### config.mk
export PLATFORM = sky130hd
export DESIGN_NAME = vga_timing_gen_flat
export DESIGN_NICKNAME = d
export VERILOG_FILES = /design/src/rtl/vga_timing_pkg.sv /design/src/rtl/vga_timing_gen_if.sv /design/src/rtl/vga_axis_counter.sv /design/src/rtl/vga_timing_gen.sv /design/src/flat_wrapper.sv
export SDC_FILE = /design/constraint.sdc
export NUM_CORES = 1
export LEC_CHECK = 0
export CAP_MARGIN = 10
export CORE_ASPECT_RATIO = 0.8
export CORE_MARGIN = 8
export CORE_UTILIZATION = 34
export CTS_CLUSTER_SIZE = 16
export DETAILED_ROUTE_END_ITERATION = 12
export PLACE_DENSITY = 0.61
export REMOVE_ABC_BUFFERS = 1
export SYNTH_ARGS = -nofsm -noshare
export SYNTH_HDL_FRONTEND = slang
export SYNTH_HIERARCHICAL = 1
export SYNTH_SLANG_ARGS = --single-unit
### constraint.sdc
create_clock -name clk -period 3.4 [get_ports clk]
set_clock_uncertainty 0.15 [all_clocks]
set_input_delay 0.85 -clock clk [delete_from_list [all_inputs] [get_ports clk]]
set_output_delay 0.85 -clock clk [all_outputs]
set_load 0.005 [all_outputs]
### src/rtl/vga_timing_pkg.sv
// Shared constants for the VGA raster timing block: 640x480@60 defaults and counter width.
package vga_timing_pkg;
  localparam int POS_W = 10;

  localparam int DEF_H_ACTIVE = 640;
  localparam int DEF_H_FP     = 16;
  localparam int DEF_H_SYNC   = 96;
  localparam int DEF_H_BP     = 48;
  localparam int DEF_V_ACTIVE = 480;
  localparam int DEF_V_FP     = 10;
  localparam int DEF_V_SYNC   = 2;
  localparam int DEF_V_BP     = 33;
  localparam int DEF_H_TOTAL  = DEF_H_ACTIVE + DEF_H_FP + DEF_H_SYNC + DEF_H_BP;
  localparam int DEF_V_TOTAL  = DEF_V_ACTIVE + DEF_V_FP + DEF_V_SYNC + DEF_V_BP;
  localparam bit DEF_SYNC_NEG = 1'b1;

  // Half-open window test [lo, hi) on unsigned position values.
  function automatic logic in_window(logic [POS_W-1:0] pos, logic [POS_W-1:0] lo,
                                     logic [POS_W-1:0] hi);
    return (pos >= lo) && (pos < hi);
  endfunction
endpackage

### src/rtl/vga_timing_gen_if.sv
// Raster timing bundle between the timing generator (master) and the pixel generator (slave).
interface vga_timing_gen_if #(parameter int FRAME_W = 8);
  import vga_timing_pkg::*;

  logic               en;
  logic               pix_ce;
  logic [POS_W-1:0]   hpos;
  logic [POS_W-1:0]   vpos;
  logic               hsync;
  logic               vsync;
  logic               display_on;
  logic               line_start;
  logic               frame_start;
  logic [FRAME_W-1:0] frame_cnt;

  modport master (
    input  en,
    output pix_ce, hpos, vpos, hsync, vsync, display_on, line_start, frame_start, frame_cnt
  );

  modport slave (
    output en,
    input  pix_ce, hpos, vpos, hsync, vsync, display_on, line_start, frame_start, frame_cnt
  );
endinterface

### src/rtl/vga_axis_counter.sv
// One raster axis: position counter with sync/active flags registered from the next position,
// so they always line up with pos.
module vga_axis_counter
  import vga_timing_pkg::*;
#(
  parameter int ACTIVE = DEF_H_ACTIVE,
  parameter int FP     = DEF_H_FP,
  parameter int SYNC   = DEF_H_SYNC,
  parameter int BP     = DEF_H_BP
) (
  input  logic             clk,
  input  logic             rst_n,
  input  logic             step,
  output logic [POS_W-1:0] pos,
  output logic             wrap,
  output logic             sync_act,
  output logic             active
);
  localparam int TOTAL = ACTIVE + FP + SYNC + BP;
  localparam logic [POS_W-1:0] LAST    = POS_W'(TOTAL - 1);
  localparam logic [POS_W-1:0] ACT_END = POS_W'(ACTIVE);
  localparam logic [POS_W-1:0] SYNC_LO = POS_W'(ACTIVE + FP);
  localparam logic [POS_W-1:0] SYNC_HI = POS_W'(ACTIVE + FP + SYNC);

  if (TOTAL > (1 << POS_W)) begin : g_bad_total
    $error("vga_axis_counter: TOTAL %0d exceeds %0d-bit position range", TOTAL, POS_W);
  end

  logic [POS_W-1:0] pos_nxt;

  assign wrap    = (pos == LAST);
  assign pos_nxt = wrap ? '0 : pos + 1'b1;

  always_ff @(posedge clk) begin
    if (!rst_n) begin
      pos      <= LAST;
      sync_act <= 1'b0;
      active   <= 1'b0;
    end else if (step) begin
      pos      <= pos_nxt;
      sync_act <= in_window(pos_nxt, SYNC_LO, SYNC_HI);
      active   <= (pos_nxt < ACT_END);
    end
  end
endmodule

### src/rtl/vga_timing_gen.sv
// VGA raster timing source: positions, syncs, display window and line/frame strobes.
// Optional frame counter enabled by defining VGA_FRAME_CNT_EN.
module vga_timing_gen
  import vga_timing_pkg::*;
#(
  parameter int H_ACTIVE = DEF_H_ACTIVE,
  parameter int H_FP     = DEF_H_FP,
  parameter int H_SYNC   = DEF_H_SYNC,
  parameter int H_BP     = DEF_H_BP,
  parameter int V_ACTIVE = DEF_V_ACTIVE,
  parameter int V_FP     = DEF_V_FP,
  parameter int V_SYNC   = DEF_V_SYNC,
  parameter int V_BP     = DEF_V_BP,
  parameter bit SYNC_NEG = DEF_SYNC_NEG,
  parameter int CLK_DIV  = 1,
  parameter int FRAME_W  = 8
) (
  input logic              clk,
  input logic              rst_n,
  vga_timing_gen_if.master vga
);
  if (CLK_DIV != 1 && CLK_DIV != 2) begin : g_bad_div
    $error("vga_timing_gen: CLK_DIV must be 1 or 2, got %0d", CLK_DIV);
  end

  logic             div_cnt;
  logic             pix_ce;
  logic [POS_W-1:0] h_pos, v_pos;
  logic             h_wrap, v_wrap, h_sync, v_sync, h_act, v_act;
  logic             line_start, frame_start;

  always_ff @(posedge clk) begin
    if (!rst_n)                 div_cnt <= 1'b0;
    else if (vga.en && CLK_DIV == 2) div_cnt <= ~div_cnt;
  end

  assign pix_ce = vga.en && (div_cnt == 1'(CLK_DIV - 1));

  vga_axis_counter #(.ACTIVE(H_ACTIVE), .FP(H_FP), .SYNC(H_SYNC), .BP(H_BP)) u_h (
    .clk(clk), .rst_n(rst_n), .step(pix_ce),
    .pos(h_pos), .wrap(h_wrap), .sync_act(h_sync), .active(h_act)
  );

  vga_axis_counter #(.ACTIVE(V_ACTIVE), .FP(V_FP), .SYNC(V_SYNC), .BP(V_BP)) u_v (
    .clk(clk), .rst_n(rst_n), .step(pix_ce && h_wrap),
    .pos(v_pos), .wrap(v_wrap), .sync_act(v_sync), .active(v_act)
  );

  // Strobes mark only the edge that lands on 0; held or divider-idle cycles read 0.
  always_ff @(posedge clk) begin
    if (!rst_n) begin
      line_start  <= 1'b0;
      frame_start <= 1'b0;
    end else begin
      line_start  <= pix_ce && h_wrap;
      frame_start <= pix_ce && h_wrap && v_wrap;
    end
  end

`ifdef VGA_FRAME_CNT_EN
  logic [FRAME_W-1:0] frame_cnt;
  always_ff @(posedge clk) begin
    if (!rst_n)                        frame_cnt <= '0;
    else if (pix_ce && h_wrap && v_wrap) frame_cnt <= frame_cnt + 1'b1;
  end
  assign vga.frame_cnt = frame_cnt;
`else
  assign vga.frame_cnt = '0;
`endif

  assign vga.pix_ce      = pix_ce;
  assign vga.hpos        = h_pos;
  assign vga.vpos        = v_pos;
  assign vga.hsync       = h_sync ^ SYNC_NEG;
  assign vga.vsync       = v_sync ^ SYNC_NEG;
  assign vga.display_on  = h_act && v_act;
  assign vga.line_start  = line_start;
  assign vga.frame_start = frame_start;
endmodule

### src/flat_wrapper.sv
// flat-port wrapper written by rule: the top's interface ports become plain ports
module vga_timing_gen_flat import vga_timing_pkg::*;
#(
  parameter int H_ACTIVE = DEF_H_ACTIVE,
  parameter int H_FP     = DEF_H_FP,
  parameter int H_SYNC   = DEF_H_SYNC,
  parameter int H_BP     = DEF_H_BP,
  parameter int V_ACTIVE = DEF_V_ACTIVE,
  parameter int V_FP     = DEF_V_FP,
  parameter int V_SYNC   = DEF_V_SYNC,
  parameter int V_BP     = DEF_V_BP,
  parameter bit SYNC_NEG = DEF_SYNC_NEG,
  parameter int CLK_DIV  = 1,
  parameter int FRAME_W  = 8
)
  (clk, rst_n, vga_en, vga_pix_ce, vga_hpos, vga_vpos, vga_hsync, vga_vsync, vga_display_on, vga_line_start, vga_frame_start, vga_frame_cnt);
  vga_timing_gen_if #(.FRAME_W(FRAME_W)) vga_i ();
  input logic clk;
  input logic rst_n;
  input wire logic [$bits(vga_i.en)-1:0] vga_en;
  output wire logic [$bits(vga_i.pix_ce)-1:0] vga_pix_ce;
  output wire logic [$bits(vga_i.hpos)-1:0] vga_hpos;
  output wire logic [$bits(vga_i.vpos)-1:0] vga_vpos;
  output wire logic [$bits(vga_i.hsync)-1:0] vga_hsync;
  output wire logic [$bits(vga_i.vsync)-1:0] vga_vsync;
  output wire logic [$bits(vga_i.display_on)-1:0] vga_display_on;
  output wire logic [$bits(vga_i.line_start)-1:0] vga_line_start;
  output wire logic [$bits(vga_i.frame_start)-1:0] vga_frame_start;
  output wire logic [$bits(vga_i.frame_cnt)-1:0] vga_frame_cnt;
  assign vga_i.en = vga_en;
  assign vga_pix_ce = vga_i.pix_ce;
  assign vga_hpos = vga_i.hpos;
  assign vga_vpos = vga_i.vpos;
  assign vga_hsync = vga_i.hsync;
  assign vga_vsync = vga_i.vsync;
  assign vga_display_on = vga_i.display_on;
  assign vga_line_start = vga_i.line_start;
  assign vga_frame_start = vga_i.frame_start;
  assign vga_frame_cnt = vga_i.frame_cnt;
  vga_timing_gen #(.H_ACTIVE(H_ACTIVE), .H_FP(H_FP), .H_SYNC(H_SYNC), .H_BP(H_BP), .V_ACTIVE(V_ACTIVE), .V_FP(V_FP), .V_SYNC(V_SYNC), .V_BP(V_BP), .SYNC_NEG(SYNC_NEG), .CLK_DIV(CLK_DIV), .FRAME_W(FRAME_W)) u_core (.clk(clk), .rst_n(rst_n), .vga(vga_i));
endmodule
* Word level (Yosys, flattened, before mapping)
Index checks and enable logic that the tools add are counted.
Storage, ports and cells: register bits after elaboration 26, latch bits 0, memory bits (writable) 0, memory bits (read-only) 0, memories kept 0
Cells by class: add/sub/neg operators 2, $mul 0, divide/modulo/power cells 0, $lt $le $gt $ge 6, equality and inequality tests 2, shifts and indexed selects 0, multiplexer cells 2, bitwise operators 2, reductions and logical operators 5
Operator list (count):
- adder 10 x 1 -> 10 bit, second input constant | 2
- == test 10 bit, second input constant | 2
- less-than comparator 10 bit, second input constant | 2
- less-than comparator 10 x 9 -> 1 bit, second input constant | 2
- two-way mux 10 bit | 2
- greater-or-equal comparator 10 bit, second input constant | 1
- greater-or-equal comparator 10 x 9 -> 1 bit, second input constant | 1
- logical AND 1 bit | 5
- inverter 1 bit | 2

* Depth between registers and ports, before layout
depth in word-level cells 4, mapped depth 10, gate-level depth less buffers 8

* Modules after synthesis
Netlist, hierarchy kept.
Modules (own cells, without submodules):
- vga_axis_counter at u_core.u_h | times used 1, cells each 90, area each 773.2 um2, sequential area each 240.2 um2
- vga_axis_counter at u_core.u_v | times used 1, cells each 93, area each 769.5 um2, sequential area each 240.2 um2
- vga_timing_gen | times used 1, cells each 18, area each 148.9 um2, sequential area each 40.0 um2

* Worst setup path after synthesis
No wires, ideal clock.
kind register to register, start register u_core.u_h.pos[0], end register u_core.u_v.pos[8], arrival time 2351 ps, data required time 3174 ps, setup slack 824 ps, cell stages (with the launch flop) 10, path buffers 2, cells stage by stage dfxtp_1 ha_1 and4_2 and4_2 buf_2 and2_2 clkbuf_1 nand4_1 or3_1 a21boi_0
Between the ends: word-level cells in the longest chain between the ends 2
Ends and longest elaborated chain:
- start, declared | line vga_axis_counter.sv:14 | output logic [POS_W-1:0] pos,
- start signal, assigned | line vga_axis_counter.sv:40 | pos <= pos_nxt;
- == test 10 bit | line vga_axis_counter.sv:31 | assign wrap = (pos == LAST);
- net u_core.h_wrap | line vga_timing_gen.sv:29 | logic h_wrap, v_wrap, h_sync, v_sync, h_act, v_act;
- logical AND 1 bit | line vga_timing_gen.sv:45 | .clk(clk), .rst_n(rst_n), .step(pix_ce && h_wrap),
- end signal, assigned | line vga_axis_counter.sv:40
- end, declared | line vga_axis_counter.sv:14
The timed path passes the listed nets, and every way through them passes these cells. A chain may end at the register's enable or synchronous reset.

* Worst setup path after layout
start input port vga_en, end output port vga_pix_ce
RTL lines:
- start, declared | line flat_wrapper.sv:20 | input wire logic [$bits(vga_i.en)-1:0] vga_en;
- end, declared | line flat_wrapper.sv:21 | output wire logic [$bits(vga_i.pix_ce)-1:0] vga_pix_ce;
No word-level cell between the ends.

==> summary.txt <==
Finish
  – Layout cells sized above 1: 0.106
  – Fillers: 506
  – Area of the multi-input gates: 0.00100 mm2
  – Syn-to-layout area delta: 17.4%
  – N_diodes: 0
  – Most frequent cells in the layout: clkdlybuf4s50_1, dfxtp_1, nand2_1, nand3_1, o21ai_0
  – Commonest non-fill, non-tap cell in the layout: clkdlybuf4s50_1
  – Register Area: 520 um2
  – Nets: 227

Die
  – Initial Util: 0.346
  – # rows: 23
  – Core area: 0.00489 mm2
  – Full die area: 0.00750 mm2
  – Die Y: 79.1 um
  – # IOs: 37
  – Die width: 94.9 um

Clock tree
  – # clock sinks: 26
  – Cts hold-fix bufs: 0
  – CTS tree: built
  – PostCTS Resize Cnt: 0
  – Inserted Clock Buffers: 3
  – CTS clk-pin slew, worst paths: 0.09 ns
  – Clock Path Buffers: 2
  – Post-CTS Setup Bufs: 0
  – H-tree levels: 1
  – Clock root buffer: clkbuf_8
  – Clock Latency Late Sink: 0.26 ns

Logic synthesis
  – Yosys reg bits: 26
  – Syn Area/Cell: 8.42 um2
  – Synth warnings: 6
  – Mapped Cells: 201
  – Syn Std Cell Area: 0.00169 mm2
  – Largest family of logic cells by synthesized area: simple AND/OR/NAND/NOR gates
  – Asr flop ratio synth: 0
  – Sequential-to-total area share from yosys stat: 0.308
  – Count of cell types in the netlist: 53
  – Synth Area in Simple Gates: 0.274
  – Post-synth EDFFs: 0
  – Synth Area in Adders: 0.0370
  – Multiplexer area fraction after synthesis: 0.0303
  – Post-synthesis compound-gate area fraction: 0.188
  – Xor-xnor portion of the synthesized cell area: 0.0466
  – Main synth FF type: dfxtp_1

Detailed routing
  – Post-DR vias/cell: 5.06
  – First-pass DRT Iterations: 4
  – WL/cell: 13.6 um
  – Final ANT Viol Nets: 0
  – DRC viols: 0
  – Routed wire length: 3810 um
  – DRT iter0 DRCs: 80
  – Via Count: 1418

Pwr
  – NetSw: 236 uW
  – Register share of total power: 0.476
  – Switching portion of total power: 0.307
  – Clock power frac: 0.257
  – Lkg Pwr: 0.000732 uW
  – Pwr/cell area: 388 mW/mm2
  – Logic gate share of total power: 0.267
  – Tot Pwr: 770 uW
  – VDD IR-drop max: 175 uV
  – Int Power: 533 uW

STA
  – Period utilisation layout: 0.833
  – Period minus WS final: 2.83 ns
  – Final Max Slew Viols: 0
  – RSZ-0062 raised after global routing: false
  – Achievable clock frequency: 0.353 GHz
  – Final Hold Vio Count: 0
  – Setup TNS: 0 ns
  – Final setup vio count: 0

Worst setup path
  – Crit-path max cell delay: 0.50 ns
  – Critical path launch point type: primary input
  – CP cell instances: clkdlybuf4s50_1, clkdlybuf4s50_1
  – Buf/Inv on CP: 2
  – R2R Setup Slk: 0.67 ns
  – Worst Path Required: 2.40 ns
  – Crit Path Max Fanout: 2
  – Most frequent CP cell: clkdlybuf4s50_1
  – Arrival time of the worst setup path: 1.83 ns
  – WS Path Type: primary input to output pin
  – Largest delay share family, worst path: buffers and inverters
  – Slowest CP cell: clkdlybuf4s50_1
  – Crit. End Element: output pin

GRT
  – First-pass GRT wire length: 6600 um
  – Vias in the first global route: 1353
  – Total gr overflow: 0
  – Largest net degree at the start of global routing: 22
  – GRT Total Usage: 0.104
  – Initial antenna violation count: 0

Placement
  – PortBufs: 28
  – Routability Congestion: 0.786
  – Detailed placer's ending HPWL: 2720 um

Status
  – Status: finished, final reports clean

Flow run
  – Max_cap viols: 0

Min path
  – Tightest Hold Check Type: flop to flop
cells by family (layout without fill, tap and decap cells):
kind of cell | count (synthesis) | in the layout
and+or+nand+nor | 79 | 79
AOI/OAI and AO/OA | 43 | 43
buffers and inverters | 33 | 43
DFF | 26 | 26
xor gates and xnor gates | 9 | 9
adders and majority gates | 5 | 5
muxes | 5 | 5
other | 1 | 8
cell usage after synthesis (all sizes together) (3+ instances only):
cell | number | share of area
buf | 15 | 0.061
o32ai | 3 | 0.024
nor2b | 5 | 0.018
nand2 | 18 | 0.041
ha | 5 | 0.037
xnor2 | 9 | 0.047
nor2 | 9 | 0.020
a21oi | 7 | 0.021
and4 | 5 | 0.028
nand3 | 11 | 0.033
a21boi | 3 | 0.013
and3 | 6 | 0.024
o21ai | 10 | 0.030
dfxtp | 26 | 0.31
nand4 | 4 | 0.024
o211ai | 5 | 0.025
nor3 | 3 | 0.0089
mux2i | 4 | 0.024
clkbuf | 9 | 0.034
inv | 9 | 0.020
and2 | 6 | 0.023
cell type report:
| class | count | area share |
|---|---|---|
| flip-flops and latches | 26 | 0.262 |
| inverters | 9 | 0.0170 |
| well taps | 62 | 0.0391 |
| multi-input cells | 149 | 0.505 |
| clock buffers | 4 | 0.0277 |
| repair buffers | 30 | 0.149 |
state kept, by name (all words and copies together) (netlist names):
name and flops:
u_core/u_h/pos 10, u_core/u_v/pos 10, u_core/u_h/active 1, u_core/u_h/sync_act 1, u_core/u_v/active 1, u_core/u_v/sync_act 1, u_core/vga.frame_start 1, u_core/vga.line_start 1
through the flow:
step / cell area (um2) / setup WS, ns / utilization / hold slack (ns) / std cells
detailed placement: 1930 / 0.554 / 0.395 / 0.317 / 276
global route: 1990 / 0.401 / 0.406 / 0.344 / 280
global placement: 1930 / 0.568 / 0.395 / 0.315 / 276
finish: 1990 / 0.566 / 0.406 / 0.331 / 280
CTS: 1990 / 0.557 / 0.406 / 0.330 / 280
floorplan: 1560 / 0.956 / - / 0.294 / 184
path summary, 6_finish.rpt:
| path | start | to | cells past startpoint |
|---|---|---|---|
| worst max-delay path | vga_en | vga_pix_ce | 2 |
| worst min-delay path | u_core/u_v/active | u_core/u_v/active | 2 |
| worst max register to register | u_core/u_h/pos[0] | u_core/u_v/pos[8] | 7 |
| worst min register to register | u_core/u_v/active | u_core/u_v/active | 2 |
tightest hold or removal path, stage by stage (launching register included):
cell and delay, ns:
dfxtp_1 0.32, nand2b_1 0.06, a21boi_1 0.06
power groups by stage:
stage | sequential (uW) | clock, uW | combinational, uW
3_3_place_gp | 374 | 0 | 205
3_5_place_dp | 374 | 0 | 204
5_1_grt | 373 | 221 | 231
4_1_cts | 367 | 209 | 206
6_report | 367 | 198 | 205
2_1_floorplan | 367 | 0 | 125
metal layers:
layer  wire, um  GRT usage  part of all wire
met4         31     0.0280            0.0081
met2       1660      0.164              0.44
met5          0          0                 0
met1       1950      0.143              0.51
met3        168     0.0188             0.044
No activity file was read; power rests on OpenSTA's default activity.
